`src/rtl/ws2812_frame_receiver.sv`:
```
// Decodes the single-wire LED stripe waveform into pixel words by timing each high pulse;
// a long constant level on the line (either polarity) closes the frame.
module ws2812_frame_receiver #(
  parameter int BITS_PER_PIXEL  = 24,
  parameter int BIT1_MIN_CYCLES = 30,
  parameter int MIN_HIGH_CYCLES = 5,
  parameter int MAX_HIGH_CYCLES = 60,
  parameter int RESET_CYCLES    = 2500,
  parameter int CNT_W           = 12
) (
  input  logic                      clk,
  input  logic                      rstn,
  input  logic                      led_stripe_in,
  output logic [BITS_PER_PIXEL-1:0] pixel_data,
  output logic                      pixel_valid,
  output logic [15:0]               pixel_index,
  output logic                      frame_end,
  output logic                      frame_partial,
  output logic                      bit_error
);

  localparam int BC_W = $clog2(BITS_PER_PIXEL + 1);
  localparam logic [CNT_W-1:0] RST_LEN  = CNT_W'(RESET_CYCLES);
  localparam logic [CNT_W-1:0] MIN_LEN  = CNT_W'(MIN_HIGH_CYCLES);
  localparam logic [CNT_W-1:0] MAX_LEN  = CNT_W'(MAX_HIGH_CYCLES);
  localparam logic [CNT_W-1:0] BIT1_LEN = CNT_W'(BIT1_MIN_CYCLES);
  localparam logic [BC_W-1:0]  BIT_LAST = BC_W'(BITS_PER_PIXEL - 1);

  logic                      s1_q, s1_d, s2_q, s2_d, s3_q, s3_d;
  logic [CNT_W-1:0]          cnt_q, cnt_d;
  logic [BITS_PER_PIXEL-1:0] shift_q, shift_d;
  logic [BC_W-1:0]           bit_cnt_q, bit_cnt_d;
  logic [15:0]               pix_cnt_q, pix_cnt_d;
  logic                      armed_q, armed_d;
  logic [BITS_PER_PIXEL-1:0] pixel_data_q, pixel_data_d;
  logic                      pixel_valid_q, pixel_valid_d;
  logic [15:0]               pixel_index_q, pixel_index_d;
  logic                      frame_end_q, frame_end_d;
  logic                      frame_partial_q, frame_partial_d;
  logic                      bit_error_q, bit_error_d;
  logic                      rise, fall;

  always_comb begin
    s1_d            = led_stripe_in;
    s2_d            = s1_q;
    s3_d            = s2_q;
    cnt_d           = cnt_q;
    shift_d         = shift_q;
    bit_cnt_d       = bit_cnt_q;
    pix_cnt_d       = pix_cnt_q;
    armed_d         = armed_q;
    pixel_data_d    = pixel_data_q;
    pixel_valid_d   = 1'b0;
    pixel_index_d   = pixel_index_q;
    frame_end_d     = 1'b0;
    frame_partial_d = 1'b0;
    bit_error_d     = 1'b0;

    rise = s2_q & ~s3_q;
    fall = ~s2_q & s3_q;

    // cnt_q at a fall equals the number of cycles the synchronized line was high
    if (rise || fall) begin
      cnt_d = CNT_W'(1);
    end else if (cnt_q != RST_LEN) begin
      cnt_d = cnt_q + CNT_W'(1);
    end

    // A saturated level wins over a coincident fall: that fall carries no bit
    if (cnt_q == RST_LEN) begin
      if (armed_q) begin
        frame_end_d     = 1'b1;
        frame_partial_d = (bit_cnt_q != '0);
        bit_cnt_d       = '0;
        shift_d         = '0;
        pix_cnt_d       = '0;
        armed_d         = 1'b0;
      end
    end else if (fall) begin
      if (cnt_q < MIN_LEN || cnt_q > MAX_LEN) begin
        bit_error_d = 1'b1;
      end else begin
        shift_d = {shift_q[BITS_PER_PIXEL-2:0], (cnt_q >= BIT1_LEN)};
        armed_d = 1'b1;
        if (bit_cnt_q == BIT_LAST) begin
          pixel_data_d  = shift_d;
          pixel_valid_d = 1'b1;
          pixel_index_d = pix_cnt_q;
          pix_cnt_d     = pix_cnt_q + 16'd1;
          bit_cnt_d     = '0;
        end else begin
          bit_cnt_d = bit_cnt_q + BC_W'(1);
        end
      end
    end
  end

  always_ff @(posedge clk or negedge rstn) begin
    if (!rstn) begin
      s1_q            <= 1'b0;
      s2_q            <= 1'b0;
      s3_q            <= 1'b0;
      cnt_q           <= '0;
      shift_q         <= '0;
      bit_cnt_q       <= '0;
      pix_cnt_q       <= '0;
      armed_q         <= 1'b0;
      pixel_data_q    <= '0;
      pixel_valid_q   <= 1'b0;
      pixel_index_q   <= '0;
      frame_end_q     <= 1'b0;
      frame_partial_q <= 1'b0;
      bit_error_q     <= 1'b0;
    end else begin
      s1_q            <= s1_d;
      s2_q            <= s2_d;
      s3_q            <= s3_d;
      cnt_q           <= cnt_d;
      shift_q         <= shift_d;
      bit_cnt_q       <= bit_cnt_d;
      pix_cnt_q       <= pix_cnt_d;
      armed_q         <= armed_d;
      pixel_data_q    <= pixel_data_d;
      pixel_valid_q   <= pixel_valid_d;
      pixel_index_q   <= pixel_index_d;
      frame_end_q     <= frame_end_d;
      frame_partial_q <= frame_partial_d;
      bit_error_q     <= bit_error_d;
    end
  end

  assign pixel_data    = pixel_data_q;
  assign pixel_valid   = pixel_valid_q;
  assign pixel_index   = pixel_index_q;
  assign frame_end     = frame_end_q;
  assign frame_partial = frame_partial_q;
  assign bit_error     = bit_error_q;

endmodule

```
`config.mk`:
```
export PLATFORM = sky130hd
export DESIGN_NAME = ws2812_frame_receiver
export DESIGN_NICKNAME = d
export VERILOG_FILES = /design/src/rtl/ws2812_frame_receiver.sv
export SDC_FILE = /design/constraint.sdc
export NUM_CORES = 1
export LEC_CHECK = 0
export ABC_AREA = 1
export CAP_MARGIN = 20
export CORE_MARGIN = 2
export CORE_UTILIZATION = 48
export CTS_BUF_LIST = sky130_fd_sc_hd__clkbuf_16
export CTS_CLUSTER_SIZE = 25
export DETAILED_ROUTE_END_ITERATION = 10
export PLACE_DENSITY = 0.66
export SLEW_MARGIN = 20
export SYNTH_ARGS = -nofsm -noshare
export SYNTH_HDL_FRONTEND = slang
export SYNTH_SLANG_ARGS = --single-unit
```
`constraint.sdc`:
```
create_clock -name clk -period 3.8 [get_ports clk]
set_clock_uncertainty 0.15 [all_clocks]
set_input_delay 0.57 -clock clk [delete_from_list [all_inputs] [get_ports clk]]
set_output_delay 0.57 -clock clk [all_outputs]
set_load 0.03 [all_outputs]
```
## Word level (Yosys, flattened, before mapping)

Cells that the tools add are included.

- Bits in registers: 104
- Output and inout port bits: 44
- Logic and storage cells: 71

- Add/subtract/negate cells: 3
- Order comparisons: 3
- Eq/ne operators: 5
- Multiplexer cells: 30
- Bitwise logic cells: 6
- Reductions and logical operators: 10

Operators by type and width:

| kind | count |
|---|---|
| $mux W23 | 4 |
| $mux W16 | 5 |
| $mux W5 | 5 |
| $mux W12 | 2 |
| $add A16 B1 Y16 const B | 1 |
| $mux W1 | 14 |
| $add A12 B1 Y12 const B | 1 |
| $eq A12 B12 Y1 const B | 1 |
| $ge A12 B5 Y1 const B | 1 |
| $gt A12 B6 Y1 const B | 1 |
| $lt A12 B3 Y1 const B | 1 |
| $ne A12 B12 Y1 const B | 1 |
| $reduce_and A4 Y1 | 2 |
| $reduce_bool A2 Y1 | 3 |
| $add A5 B1 Y5 const B | 1 |
| $eq A5 B5 Y1 const B | 1 |
| $reduce_bool A5 Y1 | 1 |
| $ne A2 B2 Y1 const B | 2 |
| $not A1 Y1 | 4 |
| $reduce_and A3 Y1 | 1 |
| $and A1 B1 Y1 | 2 |
| $logic_or A1 B1 Y1 | 2 |
| $reduce_and A2 Y1 | 1 |

## Logic depth before layout (Yosys ltp)

Gate-level depths: netlist (run 1).

- Depth after elaboration: 5
- Gate-level depth with buffers: 12

## Least setup slack after synthesis (run 1)

No wires, ideal clock.

- Path kind: reg-to-reg
- Start point: register cnt_q[0]
- End point: register pix_cnt_q[10]
- Arrival time: 1,557 ps
- Required time: 3,534 ps
- Slack: 1,976 ps
- Stages on the path, launching flop included: 11
- Cell sequence: dfrtp_1 -> inv_1 -> ha_1 -> nand2_1 -> nor2_1 -> nand4_1 -> nand2_2 -> nand3_4 -> buf_4 -> nand2_1 -> nand2_1

- Word-level cells in the longest chain between the ends: 4
- Elaborated cells on any way between the ends: 10
- Those cells by class: order compare: 2; eq/ne: 3; mux: 1; reduce/logical: 4

RTL lines:

| what | RTL line | RTL |
|---|---|---|
| start, declared | 30 | `logic [CNT_W-1:0] cnt_q, cnt_d;` |
| start signal, assigned | 118 | `cnt_q <= cnt_d;` |
| $lt A12 B3 Y1 / $gt A12 B6 Y1 (equally long branches) | 80 | `if (cnt_q < MIN_LEN \|\| cnt_q > MAX_LEN) begin` |
| $logic_or A1 B1 Y1 | 80 |  |
| $ne A2 B2 Y1 (no line) | - |  |
| $reduce_and A4 Y1 (no line) | - |  |
| end signal, assigned | 121 | `pix_cnt_q <= pix_cnt_d;` |
| end, declared | 33 | `logic [15:0] pix_cnt_q, pix_cnt_d;` |

Several ways; a longest one is shown, not always the timed one.
A chain may end at the register's enable or synchronous reset.

## Worst setup path after layout (run 1)

- Start point: register cnt_q[0]
- End point: register pix_cnt_q[8]

The elaborated chain is that of the path after synthesis.

==> impl_metrics.yaml, run 1 <==
pwr:
  power_w: 0.00228
  ir_drop_uv: 347
  power.density_nw_per_um2: 402
  leakage_nw: 2.64
final_layout:
  final_cell_mix: "nand2_1 (198), dfrtp_1 (104), inv_1 (66)"
  stdcell_count: 764
  final_common_cell: "nand2_1"
  antenna_cells: 0
  nFillCells: 922
  synthToLayoutAreaGrowth_pct: 17.0
  fin_nets: 636
  final_layout_size_suffix_gt1_share_pct: 6.66
clock_network:
  cts_buffers: 9
  ctsLongestPathBuffers: 2
  worstSkewPairLatency_ps: 350
  cts_hold_buffers: 0
  cts-resized-gates: 0
  cts_num_sinks: 104
  root_buffer: "clkbuf_16"
  cts.reportedPaths.clkPinSlew_ps: 70
  cts_tree: "yes"
  post_cts_buffers: 0
  htreeDepth: 3
global_route:
  grt_pass1_vias: 3464
  grtUsageTotal_pct: 19.2
  grt_pass1_wl_um: 16800
  grt_use_met2_pct: 29.8
  grt-busiest-layer: "met2"
  grtUsageMet3_pct: 5.89
  use_met1_pct: 26.0
  antenna_found_initial: 0
  overflow: 0
  grt_max_degree: 73
drt:
  first_pass_iters: 4
  wl_um: 9790
  drt_iter0_drc: 174
  drt-vias-per-instance: 4.96
  drc: 0
  num_vias: 3790
  routedWlPerCell_um: 12.8
  antenna_left: 0
status:
  run_status: "finished, final reports clean"
timing:
  tightest_slew_ps: 664
  finalSetupViolCount: 0
  finalCriticalPeriod_ps: 2220
  fmax_ghz: 0.451
  hold_viol: 0
  rsz0062_at_grt: "false"
  post-route-period-util_pct: 58.4
  max_slew_margin_pct: 55.8
  drv_slew: 0
  fin_ws_ps: 1580
  setup_tns_ps: 0
synthesis:
  synth_nets: 596
  netlist_instances: 586
  ys_seq_area_share_pct: 53.8
  async_flop_share_pct: 100
  ys_ff_latch: 104
  yosysUniqueCellTypes: 31
  synth_flop_cell: "dfrtp_1"
  yosys_warnings: 0
  synth-edff-count: 0
  synth.avg_cell_area_um2: 8.26
  syn_area_um2: 4840
floorplan:
  dieHeight_um: 104
  row_count: 36
  die_w_um: 104
  ios: 47
  dieArea_um2: 10900
  core_um2: 9770
  start_util_pct: 49.5
worst_setup_path:
  cp.required_ps: 3940
  crit_path_start_kind: "register"
  cp_max_fo: 14
  cp_top_family: "simple AND/OR/NAND/NOR gates"
  worstSetupPathType: "reg -> reg"
  worst_path_max_delay_cell: "dfrtp_1"
  cp.arrival_ps: 2360
  crit_path_frequent_cell: "nand2_1"
  crit_chain: "inv_1 -> ha_1 -> nand3_1 -> nor2_4 -> nand2_2 -> nand2_1 -> nand2_1 -> nor2_4 -> nand2_1 -> nand2_1"
  cp.buffers_inverters: 1
  cp_slowest_stage_delay_ps: 430
  end_kind: "register"
placement:
  placedCellCount: 748
  port_buffers: 46
  dp_slack_ps: 1260
  place_hpwl_um: 6710
  gp_congestion: 0.854
flow_run:
  maxCapViolCount: 0
min_path:
  min_path_type: "in -> async"
[registers in the layout, indices dropped and copies added (netlist names), 5 cells and up]
signal	count
bit_cnt_q	5
shift_q	23
pixel_index	16
pixel_data	24
cnt_q	12
pix_cnt_q	16
[layout make-up]
type | instances | area [um2] | area share, %
clock buffers | 9 | 225 | 3.98
inverters | 69 | 259 | 4.57
well taps | 133 | 166 | 2.94
multi-input cells | 394 | 1860 | 32.8
repair buffers | 48 | 473 | 8.35
flip-flops and latches | 104 | 2600 | 46.0
clock inverters | 7 | 77.6 | 1.37
[synth_stat cells (3+ instances only)]
cell type	n	area share, %
buf_6	4	0.93
nor2_1	45	3.5
xor2_1	5	0.90
nor3_1	3	0.31
o21ai_1	24	2.5
nand3_1	17	1.8
o21ai_0	50	5.2
a31oi_1	3	0.39
dfrtp_1	104	54
buf_4	3	0.47
nand2_1	198	15
inv_1	66	5.1
nand2_2	8	1.0
nand4_1	13	1.7
buf_2	8	0.83
nor2_2	3	0.39
nor2_4	3	0.70
a21oi_1	4	0.41
ha_1	7	1.8
[power by group]
group / switching, W / internal (W) / total, W
sequential: 0.0000389 / 0.00114 / 0.00118
clock: 0.000418 / 0.000519 / 0.000937
combinational: 0.000109 / 0.0000551 / 0.000165
[metrics by stage]
step | instance area (um2) | utilization (%) | hold WS (ps)
after global routing | 5660 | 57.9 | 126
after floorplan | 4840 | - | 124
after global placement | 5350 | 54.8 | 182
after CTS | 5660 | 57.9 | 106
after detailed placement | 5350 | 54.8 | 195
final | 5660 | 57.9 | 80.2
[final timing paths]
path	end	cells past startpoint	slack (ps)	start
min reg2reg	s2_q	0	210	s1_q
min in group clk	s2_q	0	210	s1_q
min	shift_q[6]	1	80	rstn
max	pix_cnt_q[8]	10	1580	cnt_q[0]
max in group asynchronous	pixel_index[15]	2	2590	rstn
max reg2reg	pix_cnt_q[8]	10	1580	cnt_q[0]
[worst register-to-register path, cell delays in order (launching register included)]
cell	delay, ps
dfrtp_1	430
inv_1	140
ha_1	210
nand3_1	140
nor2_4	140
nand2_2	210
nand2_1	150
nand2_1	90
nor2_4	320
nand2_1	100
nand2_1	70
[logic make-up (layout without fill, tap and decap cells)]
logic type | count (synthesis) | count (layout) | share of synthesized area, %
simple gates | 299 | 299 | 26.8
flops | 104 | 104 | 53.8
xor+xnor | 6 | 6 | 1.09
compound gates | 82 | 82 | 8.61
buf+inv | 88 | 133 | 7.94
fa+ha+maj | 7 | 7 | 1.81
[per-layer routing]
metal | part of all wire (%) | vias up
li1 | - | 1919
met4 | 1.4 | 0
met3 | 4.9 | 12
met2 | 48 | 84
met1 | 46 | 1775
met5 | 0 | -
Note: power is estimated with default switching activity, not from simulation.
==> run 2, diff against run 1 <==
- clock period: 3.8 -> 2.05 ns (I/O delays scaled with it)
==> impl_metrics.yaml, run 2 (synthesis gave the netlist of run 1 again) <==
placement:
  place_area_um2: 5460
  gp_congestion: 0.820
  port_buffers: 46
  place_hpwl_um: 7010
worst_setup_path:
  crit_path_frequent_cell: "nand2_1"
  r2r-start: "cnt_q[0]"
  crit_chain: "inv_1 -> ha_2 -> nand2_1 -> nor2_2 -> nand4_1 -> nand2_4 -> nand3_4 -> nand2_1 -> nand2_1"
  worstSetupPathType: "reg -> reg"
  crit_start: "cnt_q[0]"
  cp.arrival_ps: 2020
  end_kind: "register"
  cp_slowest_stage_delay_ps: 380
  crit_path_start_kind: "register"
  cp.required_ps: 2140
  worst_path_max_delay_cell: "dfrtp_1"
  cp_max_fo: 8
timing:
  fmax_ghz: 0.517
  tightest_slew_ps: 443
  finalCriticalPeriod_ps: 1940
  max_slew_margin_pct: 70.2
  whs_ps: 203
  setup_tns_ps: 0
  rsz0062_at_grt: "true"
  finalSetupViolCount: 0
  hold_viol: 0
  drv_slew: 0
  post-route-period-util_pct: 94.4
final_layout:
  synthToLayoutAreaGrowth_pct: 21.6
  final_util_pct: 60.2
  final_common_cell: "nand2_1"
  largest_reg_flops: 24
  nFillCells: 858
  final_layout_size_suffix_gt1_share_pct: 8.54
  final_cell_mix: "nand2_1 (198), dfrtp_1 (104), inv_1 (67)"
  antenna_cells: 0
  fin_nets: 649
  fin_area_um2: 5880
floorplan:
  dieHeight_um: 104
  dieArea_um2: 10900
  ios: 47
  core_um2: 9770
  start_util_pct: 49.5
  die_w_um: 104
  row_count: 36
flow_run:
  maxCapViolCount: 0
clock_network:
  cts.reportedPaths.clkPinSlew_ps: 70
  htreeDepth: 3
  cts_num_sinks: 104
  root_buffer: "clkbuf_16"
  cts_tree: "yes"
  ctsLongestPathBuffers: 2
  cts_buffers: 9
  worstSkewPairLatency_ps: 340
pwr:
  power.density_nw_per_um2: 700
  leakage_nw: 2.71
  ir_drop_uv: 421
drt:
  antenna_left: 0
  routedWlPerCell_um: 13.4
  first_pass_iters: 4
  drt_iter0_drc: 164
  num_vias: 3904
  drt-vias-per-instance: 5.02
  wl_um: 10400
  drc: 0
global_route:
  grtUsageTotal_pct: 19.8
  antenna_found_initial: 0
  grt_max_degree: 65
  overflow: 0
  grt_pass1_wl_um: 17500
  grt_pass1_vias: 3700
status:
  run_status: "finished, final reports clean"
min_path:
  min_path_type: "reg -> reg"
  hp-start: "s1_q"
[run 2: cell count changes in the layout (fill, tap and decap cells not counted), sizes merged]
cell / delta
buf: +10
bufinv: -1
clkinv: +1
dlygate4sd3: +1
nand2: +1
nand3: +1
[run 2: path summary, 6_finish.rpt]
check | to | slack (ps) | cells after the start
setup / recovery | pix_cnt_q[6] | 110 | 9
hold / removal | s2_q | 200 | 0
setup reg to reg | pix_cnt_q[6] | 110 | 9
hold reg to reg | s2_q | 200 | 0
max in group asynchronous | pix_cnt_q[3] | 1090 | 3
min in group asynchronous | shift_q[3] | 330 | 3
[run 2: metrics by stage]
step                      std cells  power (W)  setup WS [ps]
after global placement          754    0.00253            104
after floorplan                 586    0.00244            226
after detailed placement        754    0.00255           11.7
after global routing            777    0.00430          -25.7
final                           777    0.00412            115
after CTS                       771    0.00412           11.4
[run 2: where the power goes]
group / switching [W] / internal [W]
Sequential: 0.0000711 / 0.00211
Clock: 0.000751 / 0.000813
Combinational: 0.000244 / 0.000136
Total: 0.00107 / 0.00306
[run 2: critical path: cells and delay by family (launching register included)]
kind | cells | cell delay [ps]
fa+ha+maj | 1 | 200
buf+inv | 1 | 110
flops | 1 | 380
simple gates | 7 | 980
[run 2: what timing repair did]
action                                  CTS  global route
resized for setup                         2            12
hold buffers                              1             0
endpoints found under the hold margin   104             0
buffers inserted                          0             4
gates cloned                              0             2
pin swaps                                 1             8
endpoints found under the setup margin    2            51
[run 2: metal layers]
metal	global-route usage [%]	vias up	part of all wire [%]
li1	-	1958	-
met1	27.0	1855	47
met2	31.4	73	47
met3	2.94	18	3.9
met4	8.98	0	2.2
met5	0	-	0
[run 2: area by class of cell]
class                   count  area [um2]  area share (%)
inverters                  69         259            4.40
clock inverters             7        40.0           0.680
flip-flops and latches    104        2600            44.2
well taps                 133         166            2.83
multi-input cells         396        1950            33.1
repair buffers             59         646            11.0
clock buffers               9         225            3.83
